==> src/rtl/uv_apb_mst.sv <==
// uv_apb_mst: single-outstanding valid/ready request/response port to APB4
// initiator, with an optional pready timeout that turns a hung slave into an
// error response.
//
// state  | meaning
// -------+--------------------------------------------------------------
// IDLE   | ready for a request; APB bus idle
// SETUP  | psel=1, penable=0 for exactly one cycle
// ACCESS | psel=1, penable=1; waiting for pready or the timeout
// RESP   | rsp_vld=1; holding the response until rsp_rdy
module uv_apb_mst #(
    parameter int ALEN       = 32,
    parameter int DLEN       = 32,
    parameter int MLEN       = DLEN / 8,
    parameter int TMO_CYCLES = 256
) (
    input  logic            clk,
    input  logic            rst_n,
    input  logic            req_vld,
    output logic            req_rdy,
    input  logic            req_read,
    input  logic [ALEN-1:0] req_addr,
    input  logic [MLEN-1:0] req_mask,
    input  logic [DLEN-1:0] req_data,
    input  logic [2:0]      req_prot,
    output logic            rsp_vld,
    input  logic            rsp_rdy,
    output logic            rsp_excp,
    output logic [DLEN-1:0] rsp_data,
    output logic            apb_psel,
    output logic            apb_penable,
    output logic [2:0]      apb_pprot,
    output logic [ALEN-1:0] apb_paddr,
    output logic [MLEN-1:0] apb_pstrb,
    output logic            apb_pwrite,
    output logic [DLEN-1:0] apb_pwdata,
    input  logic [DLEN-1:0] apb_prdata,
    input  logic            apb_pready,
    input  logic            apb_pslverr
);

    // Counter only needs to reach TMO_CYCLES-1; it saturates above that
    // (only relevant when the timeout is disabled).
    localparam int CW = (TMO_CYCLES > 2) ? $clog2(TMO_CYCLES) : 1;
    localparam logic [CW-1:0] TMO_LAST = CW'((TMO_CYCLES == 0) ? 0 : TMO_CYCLES - 1);

    typedef enum logic [1:0] {
        IDLE   = 2'd0,
        SETUP  = 2'd1,
        ACCESS = 2'd2,
        RESP   = 2'd3
    } state_t;

    state_t        state;
    state_t        state_nxt;
    logic [CW-1:0] tmo_cnt;
    logic          tmo_hit;

    assign tmo_hit = (TMO_CYCLES != 0) && (tmo_cnt == TMO_LAST);
    assign req_rdy = (state == IDLE);

    // State register.
    always_ff @(posedge clk or negedge rst_n) begin
        if (!rst_n) begin
            state <= IDLE;
        end else begin
            state <= state_nxt;
        end
    end

    // Next-state decode; pready takes priority over a simultaneous timeout.
    always_comb begin
        state_nxt = state;
        case (state)
            IDLE:    if (req_vld) state_nxt = SETUP;
            SETUP:   state_nxt = ACCESS;
            ACCESS:  if (apb_pready || tmo_hit) state_nxt = RESP;
            RESP:    if (rsp_rdy) state_nxt = IDLE;
            default: state_nxt = IDLE;
        endcase
    end

    // APB outputs: request fields captured on accept and held until the next accept.
    always_ff @(posedge clk or negedge rst_n) begin
        if (!rst_n) begin
            apb_psel    <= 1'b0;
            apb_penable <= 1'b0;
            apb_pwrite  <= 1'b0;
            apb_paddr   <= '0;
            apb_pstrb   <= '0;
            apb_pwdata  <= '0;
            apb_pprot   <= '0;
        end else begin
            if (state == IDLE && req_vld) begin
                apb_psel   <= 1'b1;
                apb_pwrite <= !req_read;
                apb_paddr  <= req_addr;
                apb_pstrb  <= req_read ? '0 : req_mask;
                apb_pwdata <= req_read ? '0 : req_data;
                apb_pprot  <= req_prot;
            end
            if (state == SETUP) begin
                apb_penable <= 1'b1;
            end
            if (state == ACCESS && state_nxt == RESP) begin
                apb_psel    <= 1'b0;
                apb_penable <= 1'b0;
            end
        end
    end

    // Timeout counter: counts ACCESS cycles without pready, cleared on exit.
    always_ff @(posedge clk or negedge rst_n) begin
        if (!rst_n) begin
            tmo_cnt <= '0;
        end else if (state == ACCESS && state_nxt != ACCESS) begin
            tmo_cnt <= '0;
        end else if (state == ACCESS && tmo_cnt != {CW{1'b1}}) begin
            tmo_cnt <= tmo_cnt + 1'b1;
        end
    end

    // Response registers: loaded when ACCESS ends, rsp_data kept after the handshake.
    always_ff @(posedge clk or negedge rst_n) begin
        if (!rst_n) begin
            rsp_vld  <= 1'b0;
            rsp_excp <= 1'b0;
            rsp_data <= '0;
        end else if (state == ACCESS && apb_pready) begin
            rsp_vld  <= 1'b1;
            rsp_excp <= apb_pslverr;
            rsp_data <= (!apb_pwrite && !apb_pslverr) ? apb_prdata : '0;
        end else if (state == ACCESS && tmo_hit) begin
            rsp_vld  <= 1'b1;
            rsp_excp <= 1'b1;
            rsp_data <= '0;
        end else if (state == RESP && rsp_rdy) begin
            rsp_vld  <= 1'b0;
            rsp_excp <= 1'b0;
        end
    end

endmodule

==> config.mk <==
export PLATFORM = sky130hd
export DESIGN_NAME = uv_apb_mst
export DESIGN_NICKNAME = d
export VERILOG_FILES = /design/src/rtl/uv_apb_mst.sv
export SDC_FILE = /design/constraint.sdc
export NUM_CORES = 1
export LEC_CHECK = 0
export BUFFER_PORTS_ARGS = -buffer_cell sky130_fd_sc_hd__buf_2
export CAP_MARGIN = 20
export CORE_ASPECT_RATIO = 1.2
export CORE_MARGIN = 2
export CORE_UTILIZATION = 51
export DETAILED_ROUTE_END_ITERATION = 8
export GPL_TIMING_DRIVEN = 0
export PLACE_DENSITY = 0.87
export SLEW_MARGIN = 20
export SYNTH_ARGS = -nofsm -noshare
export SYNTH_HDL_FRONTEND = slang
export SYNTH_SLANG_ARGS = --single-unit
==> constraint.sdc <==
create_clock -name clk -period 3.47 [get_ports clk]
set_input_delay 0.1735 -clock clk [delete_from_list [all_inputs] [get_ports clk]]
set_output_delay 0.1735 -clock clk [all_outputs]
set_load 0.02 [all_outputs]
## After elaboration in Yosys (flattened, before gate mapping)

Cells that the tools add are included.

- Register bits: 118
- Input port bits: 110
- Output and inout port bits: 109
- Logic and storage cells: 57

- Add/subtract/negate cells: 1
- Equality and inequality tests: 7
- Muxes and demuxes: 19
- Reduce and logical (&&, ||, !) cells: 18

Operators by type and width:

| cell | number |
|---|---|
| $mux 32 | 4 |
| $mux 8 | 2 |
| $add 8x1->8 const B | 1 |
| $eq 8x8->1 const B | 1 |
| $logic_and 1x1->1 | 8 |
| $mux 1 | 8 |
| $ne 8x8->1 const B | 1 |
| $pmux 2 s4 | 1 |
| $reduce_bool 2->1 | 4 |
| $eq 2x2->1 const B | 3 |
| $mux 2 | 3 |
| $mux 4 | 1 |
| $logic_not 1->1 | 3 |
| $reduce_bool 3->1 | 1 |
| $eq 2x1->1 const B | 1 |
| $logic_not 2->1 | 1 |
| $ne 2x2->1 const B | 1 |
| $logic_or 1x1->1 | 1 |

## Logic depth before layout (Yosys ltp)

- Depth after elaboration: 7
- Mapped depth: 7
- Mapped depth without buffers: 5

## Worst setup path before layout

Ideal clock, no wire load.

- Path kind: flip-flop to flip-flop
- From: register state[1]
- To: register apb_paddr[10]
- Setup time: 125 ps
- Data arrival time: 1530 ps
- Required time: 3345 ps
- Path slack: 1815 ps
- Stages on the path, launching flop included: 7
- Path buffers: 3
- Period minus slack after synthesis: 1655 ps
- Cells stage by stage: dfrtp_1 > buf_4 > nor2_2 > and2_1 > buf_6 > buf_6 > mux2_4

- Cells in the longest elaborated chain, start to end: 2

Ends and longest elaborated chain:

| element | RTL line | text |
|---|---|---|
| from (decl) | 54 | `state_t state;` |
| from (signal assigned) | 67 | `state <= state_nxt;` |
| $logic_not 2->1 | n/a |  |
| via req_rdy | 20 | `output logic req_rdy,` |
| $logic_and 1x1->1 | 94 | `if (state == IDLE && req_vld) begin` |
| to (signal assigned) | 97 | `apb_paddr <= req_addr;` |
| to (decl) | 33 | `output logic [ALEN-1:0] apb_paddr,` |

The timed path passes the listed nets, and every way through them passes these cells.
A chain may end at the register's enable or synchronous reset.

## Final worst setup path

- From: register tmo_cnt[0]
- To: register rsp_data[14]

- Cells in the longest elaborated chain, start to end: 3

Ends and longest elaborated chain:

| element | RTL line | text |
|---|---|---|
| from (decl) | 56 | `logic [CW-1:0] tmo_cnt;` |
| from (signal assigned) | 119 | `tmo_cnt <= tmo_cnt + 1'b1;` |
| $eq 8x8->1 | 59 | `assign tmo_hit = (TMO_CYCLES != 0) && (tmo_cnt == TMO_LAST);` |
| $logic_and 1x1->1 | 133 | `end else if (state == ACCESS && tmo_hit) begin` |
| $reduce_bool 2->1 (no line) | n/a |  |
| to (signal assigned) | 132 | `rsp_data <= (!apb_pwrite && !apb_pslverr) ? apb_prdata : '0;` |
| to (decl) | 29 | `output logic [DLEN-1:0] rsp_data,` |

Every way passes these cells.

==> run_results.csv <==
group,metric,value,unit
global_routing,grt_pass1_wl,27790,um
route,routed_wl,17730,um
global_routing,grt.overflow.total,0,
timing,setup_ws,1.622,ns
cts,cts.path.max_buffers,2,
timing,fmax,541.2,MHz
timing,timing.final.crit_period,1.848,ns
synth,synth_compound_area_frac,0.1262,
cells_and_area,final_common_cell,"buf_2",
placement,place_ws,1.653,ns
cells_and_area,final_cells,857,
cts,cts-htree-levels,4,
synth,synth_xor_area_frac,0,
synth,synth_top_family_by_area,"compound AO/OA/AOI/OAI gates",
placement,hpwl,9726,um
synth,synthTopCellsByArea,"dfrtp_1, mux2_4, a22o_1, nand2b_1, nand2_1",
route,dr.pass1.iters,5,
placement,numPortBuffers,217,
synth,yosys.area_share.adder,0.002585,
worst_setup_path,worstReg2RegEnd,"rsp_data[14]$_DFFE_PN0P_",
placement,place.gp.congestion,0.7982,
timing,hold_violations,0,
floorplan,start_util,0.5302,
route,viasPerCell,5.484,
power,vdd_drop_max,547.3,uV
synth,yosys.cell_types.count,39,
synth,ys_seq_area_frac,0.6101,
cts,clk_latency,0.52,ns
cts,cts_tree,"done",
power,power.density,938.9,mW/mm2
timing,fin_tns_setup,0,ns
worst_setup_path,rr_worst_depth,7,
timing,final.period_utilization,0.5325,
min_path,worstHoldPathType,"in2reg",
global_routing,grt_use_total,0.3558,
synth,syn-num-nets,494,
floorplan,rows,38,
worst_setup_path,r2r_slack,1.62,ns
cells_and_area,multi_input_area,0.001707,mm2
worst_setup_path,required,3.87,ns
cells_and_area,fill_cells,432,
route,drc,0,
route,wl_per_cell,20.69,um
power,p_leak,3.986,nW
route,ant_nets,0,
floorplan,fp.dieW,92.93,um
global_routing,grt_max_degree,67,
timing,rsz0062_at_grt,"false",
floorplan,die_h,110.7,um
outcome,outcome,"finished clean",
synth,syn_area,0.004840,mm2
synth,synthSimpleGateAreaFrac,0.1156,
cells_and_area,area_delta_synth_final,60.78,%
synth,synth_edf_count,0,
min_path,holdPathEnd,"tmo_cnt[2]$_DFFE_PN0P_",
min_path,hold_depth,4,
timing,setup_viol,0,
synth,synthFlopType,"dfrtp_1",
worst_setup_path,worst-path-max-fanout,10,
placement,post-place-cells,721,
worst_setup_path,worst_setup_path_start_kind,"register",
cts,numCtsBuffers,17,
timing,relSlewSlack,0.6415,
worst_setup_path,critical_path_arrival,2.25,ns
timing,slew_viol_final,0,
worst_setup_path,r2r_start,"tmo_cnt[0]$_DFFE_PN0P_",
floorplan,ios,219,
cells_and_area,register_area,0.002953,mm2
synth,synth_top_area_share,0.6101,
synth,muxShareOfSynthArea,0.1083,
synth,async_flop_share,1.000,
synth,synth_area_per_cell,12.64,um2
cts,clk_pin_slew_worst_paths,0.06,ns
global_routing,antenna_found_initial,0,
route,vias,4700,
cells_and_area,layout_common_cells,"buf_2, dfrtp_1, dlygate4sd3_1, nand2_1, nand2b_1",
worst_setup_path,critPathKind,"reg2reg",
global_routing,first_global_vias,5155,
worst_setup_path,end_kind,"register",
floorplan,die_area,0.01029,mm2
synth,yosys.area.top_type,"dfrtp_1",
cells_and_area,diodes,0,
cells_and_area,fin_nets,836,
synth,syn_inst,383,
route,dr.first_iter.drc_count,226,
floorplan,core,0.009129,mm2
cells_and_area,drive_gt1_frac,0.4111,
cts,cts.sinks,118,
timing,worstMarginPinSlew,0.5349,ns
min_path,hold_start,"apb_pready",
synth,yosys_warnings,0,
timing,skew,0.01149,ns
synth,synth_seq_cells,118,
flow_run,drv_cap,0,
cts,root_buffer,"clkbuf_8",
per-layer routing:
metal | vias to the layer above | global-route usage | share of wire
li1 | 2019 | - | -
met1 | 2304 | 0.4053 | 0.36
met2 | 322 | 0.6053 | 0.50
met3 | 55 | 0.1217 | 0.099
met4 | 0 | 0.1500 | 0.036
met5 | - | 0 | 0
registers in the layout, summed over array words and instances (netlist names):
signal       cells
apb_pstrb        4
rsp_data        32
state            2
apb_penable      1
rsp_excp         1
apb_pwdata      32
apb_pprot        3
apb_psel         1
tmo_cnt          8
rsp_vld          1
apb_paddr       32
apb_pwrite       1
logic make-up (layout without fill, tap and decap cells):
| group | count (synthesis) | after routing |
|---|---|---|
| buffers and inverters | 28 | 382 |
| muxes | 37 | 37 |
| DFF | 118 | 118 |
| and+or+nand+nor | 108 | 108 |
| AOI/OAI and AO/OA | 91 | 91 |
| adders and majority gates | 1 | 1 |
how the worst max path moves through the flow:
stage | end | from | slack (ns)
4_1_cts | rsp_data[30]$_DFFE_PN0P_ | tmo_cnt[0]$_DFFE_PN0P_ | 1.62
5_1_grt | rsp_data[27]$_DFFE_PN0P_ | tmo_cnt[0]$_DFFE_PN0P_ | 1.52
6_report | rsp_data[14]$_DFFE_PN0P_ | tmo_cnt[0]$_DFFE_PN0P_ | 1.62
3_5_place_dp | rsp_data[11]$_DFFE_PN0P_ | tmo_cnt[0]$_DFFE_PN0P_ | 1.65
2_1_floorplan | apb_paddr[10]$_DFFE_PN0P_ | state[1]$_DFF_PN0_ | 1.81
3_3_place_gp | apb_paddr[21]$_DFFE_PN0P_ | rst_n | 0.93
critical path, cell delays in order (launching register included):
cell and delay, ns:
dfrtp_1 0.39, ha_1 0.16, buf_4 0.15, nand4_1 0.18, o21bai_4 0.28, nand2_4 0.15, buf_6 0.17, a22o_1 0.25
cell type report:
class / count / area share
Buffer: 26 / 0.02219
Clock buffer: 22 / 0.06078
Clock inverter: 9 / 0.01897
Inverter: 2 / 0.0009648
Multi-Input combinational cell: 237 / 0.2193
Sequential cell: 118 / 0.3795
Tap cell: 120 / 0.01930
Timing Repair Buffer: 323 / 0.2790
power breakdown:
part	total, W	switching (W)	internal, W
Sequential	0.00248	0.000464	0.00202
Clock	0.00186	0.000624	0.00123
Combinational	0.00297	0.00177	0.00119
per-stage QoR:
stage                       util  hold WS, ns  total power (W)  area (um2)
after floorplan                -      -0.1221         0.004104        4840
after global placement    0.6656       0.3910         0.005010        6076
after detailed placement  0.6693       0.1600         0.005144        6110
after CTS                 0.8524      0.02365         0.007107        7781
after global routing      0.8524      0.06533         0.007579        7781
final                     0.8524      0.03771         0.007306        7781
what timing repair did:
action	4_1_cts	5_1_grt
hold endpoints to repair	156	0
endpoints found under the setup margin	0	0
gates resized for setup	0	0
hold buffers	105	0
buffers inserted	0	0
synthesized netlist by cell type (2+ instances only):
| library cell | n |
|---|---|
| nand3_1 | 2 |
| nor3_1 | 2 |
| a31oi_1 | 2 |
| nand2b_1 | 37 |
| o21ai_1 | 13 |
| buf_4 | 3 |
| nand2_1 | 47 |
| clkbuf_1 | 7 |
| and3_1 | 2 |
| nor2_1 | 6 |
| a22o_1 | 32 |
| a21oi_1 | 5 |
| mux2_4 | 29 |
| dfrtp_1 | 118 |
| inv_1 | 2 |
| buf_2 | 9 |
| mux2_1 | 6 |
| o21ai_0 | 32 |
| nand4_1 | 3 |
| buf_6 | 7 |
Power figures use the tool's default switching activity.
